File: src/rtl/muldiv_unit.sv
// Iterative RV32M multiply/divide unit: radix-2 shift-add multiply and
// restoring divide on operand magnitudes, with a sign fix on the last step.
// One operation in flight; request/result use valid/ready handshakes.
module muldiv_unit #(
  parameter int XLEN  = 32,
  parameter int CNT_W = $clog2(XLEN) + 1
) (
  input  logic            clk,
  input  logic            rst,
  input  logic            start_valid,
  output logic            start_ready,
  input  logic [2:0]      funct3,
  input  logic [XLEN-1:0] op_a,
  input  logic [XLEN-1:0] op_b,
  input  logic            flush,
  output logic            busy,
  output logic            result_valid,
  output logic [XLEN-1:0] result,
  input  logic            result_ready
);

  localparam logic [1:0] S_IDLE = 2'd0;
  localparam logic [1:0] S_CALC = 2'd1;
  localparam logic [1:0] S_DONE = 2'd2;

  localparam logic [XLEN-1:0] MIN_NEG = {1'b1, {(XLEN-1){1'b0}}};

  logic [1:0]        r_state;
  logic [2:0]        r_op;
  logic              r_neg;
  logic [CNT_W-1:0]  r_cnt;
  logic [2*XLEN-1:0] r_prod;   // {accumulator, remaining multiplier bits}
  logic [XLEN-1:0]   r_dsor;   // multiplicand or divisor magnitude
  logic [XLEN-1:0]   r_rem;    // partial remainder (always < divisor)
  logic [XLEN-1:0]   r_quo;    // dividend bits shifting out, quotient bits in
  logic [XLEN-1:0]   r_result;

  // Request decode: which operands are signed and what sign the result takes
  logic            w_is_div;
  logic            w_signed_a;
  logic            w_signed_b;
  logic            w_sign_a;
  logic            w_sign_b;
  logic [XLEN-1:0] w_mag_a;
  logic [XLEN-1:0] w_mag_b;
  logic            w_res_neg;
  logic            w_div_zero;
  logic            w_ovf;
  logic            w_special;
  logic [XLEN-1:0] w_special_res;

  assign w_is_div   = funct3[2];
  assign w_signed_a = (funct3 == 3'b001) || (funct3 == 3'b010) ||
                      (funct3 == 3'b100) || (funct3 == 3'b110);
  assign w_signed_b = (funct3 == 3'b001) || (funct3 == 3'b100) || (funct3 == 3'b110);
  assign w_sign_a   = w_signed_a & op_a[XLEN-1];
  assign w_sign_b   = w_signed_b & op_b[XLEN-1];
  assign w_mag_a    = w_sign_a ? -op_a : op_a;
  assign w_mag_b    = w_sign_b ? -op_b : op_b;
  // Remainder follows the dividend; everything else is the product of signs
  assign w_res_neg  = (w_is_div && funct3[1]) ? w_sign_a : (w_sign_a ^ w_sign_b);
  assign w_div_zero = w_is_div && (op_b == '0);
  assign w_ovf      = w_is_div && !funct3[0] && (op_a == MIN_NEG) && (op_b == '1);
  assign w_special  = w_div_zero || w_ovf;

  // Architectural results for divide-by-zero and signed overflow
  always_comb begin
    w_special_res = '0;
    if (w_div_zero) begin
      w_special_res = funct3[1] ? op_a : '1;
    end else begin
      w_special_res = funct3[1] ? '0 : op_a;
    end
  end

  // One iteration of each datapath
  logic [XLEN:0]     w_add;
  logic [2*XLEN-1:0] w_prod_step;
  logic [XLEN:0]     w_rem_shift;
  logic [XLEN:0]     w_trial;
  logic [XLEN-1:0]   w_rem_step;
  logic [XLEN-1:0]   w_quo_step;
  logic [2*XLEN-1:0] w_prod_fix;
  logic [XLEN-1:0]   w_quo_fix;
  logic [XLEN-1:0]   w_rem_fix;
  logic [XLEN-1:0]   w_final;
  logic              w_last;

  assign w_add       = {1'b0, r_prod[2*XLEN-1:XLEN]} + {1'b0, r_dsor};
  assign w_prod_step = r_prod[0] ? {w_add, r_prod[XLEN-1:1]}
                                 : {1'b0, r_prod[2*XLEN-1:1]};
  assign w_rem_shift = {r_rem, r_quo[XLEN-1]};
  assign w_trial     = w_rem_shift - {1'b0, r_dsor};
  assign w_rem_step  = w_trial[XLEN] ? w_rem_shift[XLEN-1:0] : w_trial[XLEN-1:0];
  assign w_quo_step  = {r_quo[XLEN-2:0], ~w_trial[XLEN]};

  assign w_prod_fix  = r_neg ? -w_prod_step : w_prod_step;
  assign w_quo_fix   = r_neg ? -w_quo_step  : w_quo_step;
  assign w_rem_fix   = r_neg ? -w_rem_step  : w_rem_step;
  assign w_last      = (r_cnt == CNT_W'(XLEN - 1));

  // Pick the output word for the latched operation from the final iteration
  always_comb begin
    w_final = '0;
    case (r_op)
      3'b000:                 w_final = w_prod_fix[XLEN-1:0];
      3'b001, 3'b010, 3'b011: w_final = w_prod_fix[2*XLEN-1:XLEN];
      3'b100, 3'b101:         w_final = w_quo_fix;
      default:                w_final = w_rem_fix;
    endcase
  end

  // Control FSM and iterative datapath; flush wins over every other event
  always_ff @(posedge clk or posedge rst) begin
    if (rst) begin
      r_state  <= S_IDLE;
      r_op     <= '0;
      r_neg    <= 1'b0;
      r_cnt    <= '0;
      r_prod   <= '0;
      r_dsor   <= '0;
      r_rem    <= '0;
      r_quo    <= '0;
      r_result <= '0;
    end else if (flush) begin
      r_state <= S_IDLE;
    end else begin
      case (r_state)
        S_IDLE: begin
          if (start_valid) begin
            r_op   <= funct3;
            r_neg  <= w_res_neg;
            r_cnt  <= '0;
            r_prod <= {{XLEN{1'b0}}, w_mag_a};
            r_dsor <= w_mag_b;
            r_rem  <= '0;
            r_quo  <= w_mag_a;
            if (w_special) begin
              r_result <= w_special_res;
              r_state  <= S_DONE;
            end else begin
              r_state <= S_CALC;
            end
          end
        end
        S_CALC: begin
          r_cnt  <= r_cnt + CNT_W'(1);
          r_prod <= w_prod_step;
          r_rem  <= w_rem_step;
          r_quo  <= w_quo_step;
          if (w_last) begin
            r_result <= w_final;
            r_state  <= S_DONE;
          end
        end
        S_DONE: begin
          if (result_ready) begin
            r_state <= S_IDLE;
          end
        end
        default: r_state <= S_IDLE;
      endcase
    end
  end

  assign start_ready  = (r_state == S_IDLE);
  assign busy         = (r_state != S_IDLE);
  assign result_valid = (r_state == S_DONE);
  assign result       = r_result;

endmodule

File: config.mk
export PLATFORM = sky130hd
export DESIGN_NAME = muldiv_unit
export DESIGN_NICKNAME = d
export VERILOG_FILES = /design/src/rtl/muldiv_unit.sv
export SDC_FILE = /design/constraint.sdc
export NUM_CORES = 1
export LEC_CHECK = 0
export BUFFER_PORTS_ARGS = -buffer_cell sky130_fd_sc_hd__buf_2
export CAP_MARGIN = 5
export CORE_UTILIZATION = 55
export DETAILED_ROUTE_END_ITERATION = 8
export GPL_ROUTABILITY_DRIVEN = 1
export HOLD_SLACK_MARGIN = 0.1
export PLACE_DENSITY_LB_ADDON = 0.1
export SYNTH_ARGS = -nofsm -noshare
export SYNTH_HDL_FRONTEND = slang
export SYNTH_SLANG_ARGS = --single-unit
File: constraint.sdc
create_clock -name clk -period 7.1 [get_ports clk]
set_input_delay 0 -clock clk [delete_from_list [all_inputs] [get_ports clk]]
set_output_delay 0 -clock clk [all_outputs]
set_load 0.01 [all_outputs]
======== After elaboration in Yosys (flattened, before gate mapping) ========
Index checks and enable logic that the tools add are counted.
cells by class
  add/subtract/negate cells ............... 8
  equal/unequal tests ..................... 20
  mux-type cells .......................... 30
  bitwise operators ....................... 5
  reduce and logical (&&, ||, !) cells .... 23
operators with widths
  operator              number
  $mux 32               13
  $mux 64               3
  $pmux 32 s2           3
  $neg 32->32           4
  $pmux 64 s2           1
  $pmux 32 s3           1
  $eq 32x32->1 const B  2
  $neg 64->64           1
  $add 32x32->33        1
  $sub 33x32->33        1
  $logic_not 32->1      1
  $eq 3x3->1 const B    4
  $pmux 6 s2            1
  $mux 2                5
  $eq 3x2->1 const B    3
  $reduce_and 3->1      3
  $add 6x1->6 const B   1
  $eq 3x1->1 const B    2
  $eq 6x5->1 const B    1
  $logic_or 1x1->1      6
  $mux 6                1
  $ne 3x2->1 const B    2
  $pmux 2 s3            1
  $logic_and 1x1->1     5
  other kinds (16)      20
storage, ports and cells
  flip-flop bits (word level) ............. 204
  bits of input ports ..................... 72
  output and inout bits ................... 35
  word-level logic and storage cells ...... 95

======== Longest topological paths before layout ========
  word-level depth ........................ 9
  mapped depth ............................ 26
  depth with buffers taken out ............ 23

======== Worst setup path before layout ========
OpenSTA, ideal clock, no wires.
  path type ............................... reg-to-reg
  start ................................... register r_quo[31]
  end ..................................... register r_result[28], in the netlist result[28]
  library setup time ...................... 130 ps
  arrival time ............................ 5757 ps
  data required time ...................... 6970 ps
  slack ................................... 1213 ps
  cell stages (with the launch flop) ...... 27
  buffers on the path ..................... 3
  period minus slack after synthesis ...... 5887 ps
  path through ............................ dfrtp_1 inv_1 ha_1 inv_1 fa_1 a211oi_1 o211ai_1 a21oi_2 a2111oi_2 o31ai_1 nand2_2 inv_1 buf_2 buf_1 buf_1 ha_1 nand2b_1 nand2b_1 nand2b_1 or2_2 o21ai_0 nand3_1 xor2_1 a221oi_1 o2111ai_1 a22oi_1 o21ai_1
between the ends
  cells in the longest elaborated chain, start to end .. 7
  elaborated cells on any way between the ends .. 10
  those cells by class .................... add/sub: 3; mux: 6; bitwise: 1
RTL lines
  item                                         RTL line  source
  start: declaration                           35        logic [XLEN-1:0] r_quo;
  start signal: assignment                     137       r_quo <= w_mag_a;
  start signal: assignment                     150       r_quo <= w_quo_step;
  $sub 33x32->33                               93        assign w_trial = w_rem_shift - {1'b0, r_dsor};
  $mux 32 / $not 1->1 (equally long branches)  94, 95
  $neg 32->32, on equally long branches        99, 98
  $mux 32, on equally long branches            99, 98
  $pmux 32 s3 *                                105       case (r_op)
  $mux 32 *                                    151       if (w_last) begin
  $pmux 32 s2 *                                128       case (r_state)
  end signal: assignment                       139       r_result <= w_special_res;
  end signal: assignment                       152       r_result <= w_final;
  end: declaration                             36        logic [XLEN-1:0] r_result;
Mark *: on every way between the ends. The rest lies on a longest branch, timed or not. The select of a mux whose other input is x is not followed.
A chain may end at the register's enable or synchronous reset.

======== Final worst setup path ========
Ends and elaborated chain as after synthesis.

==> metrics <==
status complete, no violations; Hold Crit Class in -> async; top cell type's share of synthesized area 0.269; syn_area_per_cell 7.62 sq um; drt pass-1 iters 7; WS Path Type reg -> reg; Die X ~190 um; final instance area 21500 sq um; Slew @ Worst Pin around 1.2 ns; Core Area between 30000 and 40000 sq um; Pleak 8.89 nW; cell type with the largest total area after synthesis dfrtp_1; Net Count, Synth 2633; vias in the first global route 18.9k; setup TNS 0 ns; die area 35200 sq um; Skew-Pair Late Insertion Delay 0.56 ns; drt drc 0; Final GP Congestion 1.00; Overall Global Routing Usage 0.423; WP data arrival 6.43 ns; crit path max fanout 17; post-CTS sizing 0; vias post-DR approximately 21k; Distinct cells, synth 86; drt wl/cell approximately 25 um; clock root buffer clkbuf_16; initial antenna violation count 5; Max Clock Freq 167 MHz; Comb power frac 0.676; Post-synth EDFFs 0; Final Skew 0.0192 ns; Detail Route Antenna Nets 0; layout cells sized above 1 0.0909; PwrDens 544 nW/um^2; Slew HR 0.195; Reg power frac 0.201; Initial Utilization 0.562; synthesized flop and latch total slightly above 200; FF+latch area 5110 sq um; Hold Violations, Final 0; Primary FF master, synth dfrtp_1; wirelength, routed 76100 um; WHS approximately 0.13 ns; CP endpoint kind flop; Netlist Area Pre-Place 19000 sq um; clock network fraction of design power 0.122; Cells after Synth 2488; async set-reset flop share out of synthesis 1.00; Vias/cell 6.89; WP data required roughly 7.5 ns; most frequent cells in the layout nand2_1, o21ai_0, dfrtp_1; pin count of the biggest net entering global routing 131; CP Launch Type flop; Rows 67; CTS max path bufs 3; internal power 5.15 mW; CTS H-Tree Depth 1; Seq/Total Area, Yosys 0.269; Setup Viol. Count Final 0; I/O Buffers 106; Die Y-Extent 188 um; largest cells by area after synthesis dfrtp_1, o21ai_0, nand2_1; unrepaired setup endpoints after global routing false; Final HPWL DP 57000 um; CTS Hold Bufs 82; CTS tree built; Fillers between 3k and 4k; worst reg2reg setup slack 1.10 ns; first-pass GRT wire length 116000 um; switching power 6.55 mW; # Post-CTS Setup Buffers 0; GR Overflow Total 0; final critical-path share of the clock period 0.845; Final #Nets 2731; max_cap viols 0; clock sinks 204; # IOs between 100 and 150; CTS Buf Count 27; Switching Fraction 0.560; Clk pin slew, worst setup/hold paths 0.06 ns; area grow syn2layout 13.4%; Ys Warns 0; most common cell after layout, fill and taps aside nand2_1; DR iter-0 viols 2601; Total Power between 10 and 15 mW; Slew Limit Fails 0; worst r2r path cells 24; placed standard-cell area 19800 sq um; Util after Layout 0.638; peak supply drop 0.625 mV; Tmin final between 5 and 6 ns; area of the multi-input gates 13000 sq um
==> cells in the mapped netlist (60+ instances only) <==
library cell    n
nand2_1       276
o21ai_0       254
dfrtp_1       204
a21oi_1       198
nor2_1        197
clkbuf_1      130
xnor2_1       118
inv_1          92
o31ai_1        76
ha_1           71
xor2_1         71
nor3_1         60
==> power by group through the flow <==
| stage | registers, mW | logic [mW] | clock network, mW |
|---|---|---|---|
| 5_1_grt | 2.39 | 8.44 | 1.47 |
| 3_3_place_gp | 2.30 | 7.45 | 0 |
| 3_5_place_dp | 2.33 | 7.52 | 0 |
| 4_1_cts | 2.31 | 7.61 | 1.43 |
| 2_1_floorplan | 2.06 | 5.29 | 0 |
| 6_report | 2.36 | 7.91 | 1.43 |
==> cell families (layout without fill, tap and decap cells) <==
kind of cell,Yosys count,count (layout),synth area share
xor gates and xnor gates,189,189,0.0873
muxes,47,47,0.0255
other,0,1,0
adders and majority gates,88,88,0.0569
AOI/OAI and AO/OA,870,870,0.297
DFF,204,204,0.269
and+or+nand+nor,848,848,0.216
buffers and inverters,242,360,0.0486
==> registers in the layout, indices dropped and copies added, names as in the netlist <==
name,cells
r_rem,32
r_cnt,6
r_quo,32
r_op,3
r_dsor,32
r_neg,1
r_prod,64
result,32
r_state,2
==> routing by layer <==
metal	up-vias	global-route usage	wire, um	share of wire
met5	-	0	0	0
met4	0	0.225	4580	0.060
met3	204	0.0627	8070	0.11
met2	1328	0.619	31800	0.42
met1	10100	0.601	31700	0.42
li1	9422	-	-	-
==> final cells by class <==
class,instances,share of cell area
clock buffer,36,0.0353
timing repair buffer,218,0.0733
clock inverter,13,0.00704
tap,448,0.0261
inverter,93,0.0166
antenna,1,0.000116
multi-input combinational,2042,0.604
sequential,204,0.238
==> final timing paths <==
check,start,to
min in group clk,result_ready,r_state[1]
max in group asynchronous,rst,r_rem[17]
worst max-delay path,r_quo[31],result[28]
worst max register to register,r_quo[31],result[28]
worst min-delay path,rst,r_cnt[5]
worst min register to register,result[2],result[2]
==> metrics by stage <==
step	setup slack [ns]	std cells
after CTS	1.17	3054
after detailed placement	1.26	2923
final	1.10	3055
after global routing	0.773	3054
after global placement	1.46	2923
after floorplan	1.21	2488
==> critical path: stages, from the launching register on <==
cell and delay [ns]:
dfrtp_1 0.43, inv_1 0.07, ha_1 0.16, inv_1 0.07, fa_1 0.45, a211oi_1 0.37, o211ai_1 0.32, a21oi_2 0.41
a2111oi_2 0.16, o31ai_2 0.27, buf_4 0.27, nand2_2 0.07, inv_1 0.09, ha_1 0.18, nand2b_1 0.07, nand2b_1 0.19
nand2b_1 0.25, or2_2 0.35, o21ai_0 0.42, nand3_1 0.15, xor2_1 0.17, a221oi_1 0.47, o2111ai_1 0.18, a22oi_1 0.20
o21ai_1 0.08
(Power assumes the default switching activity.)
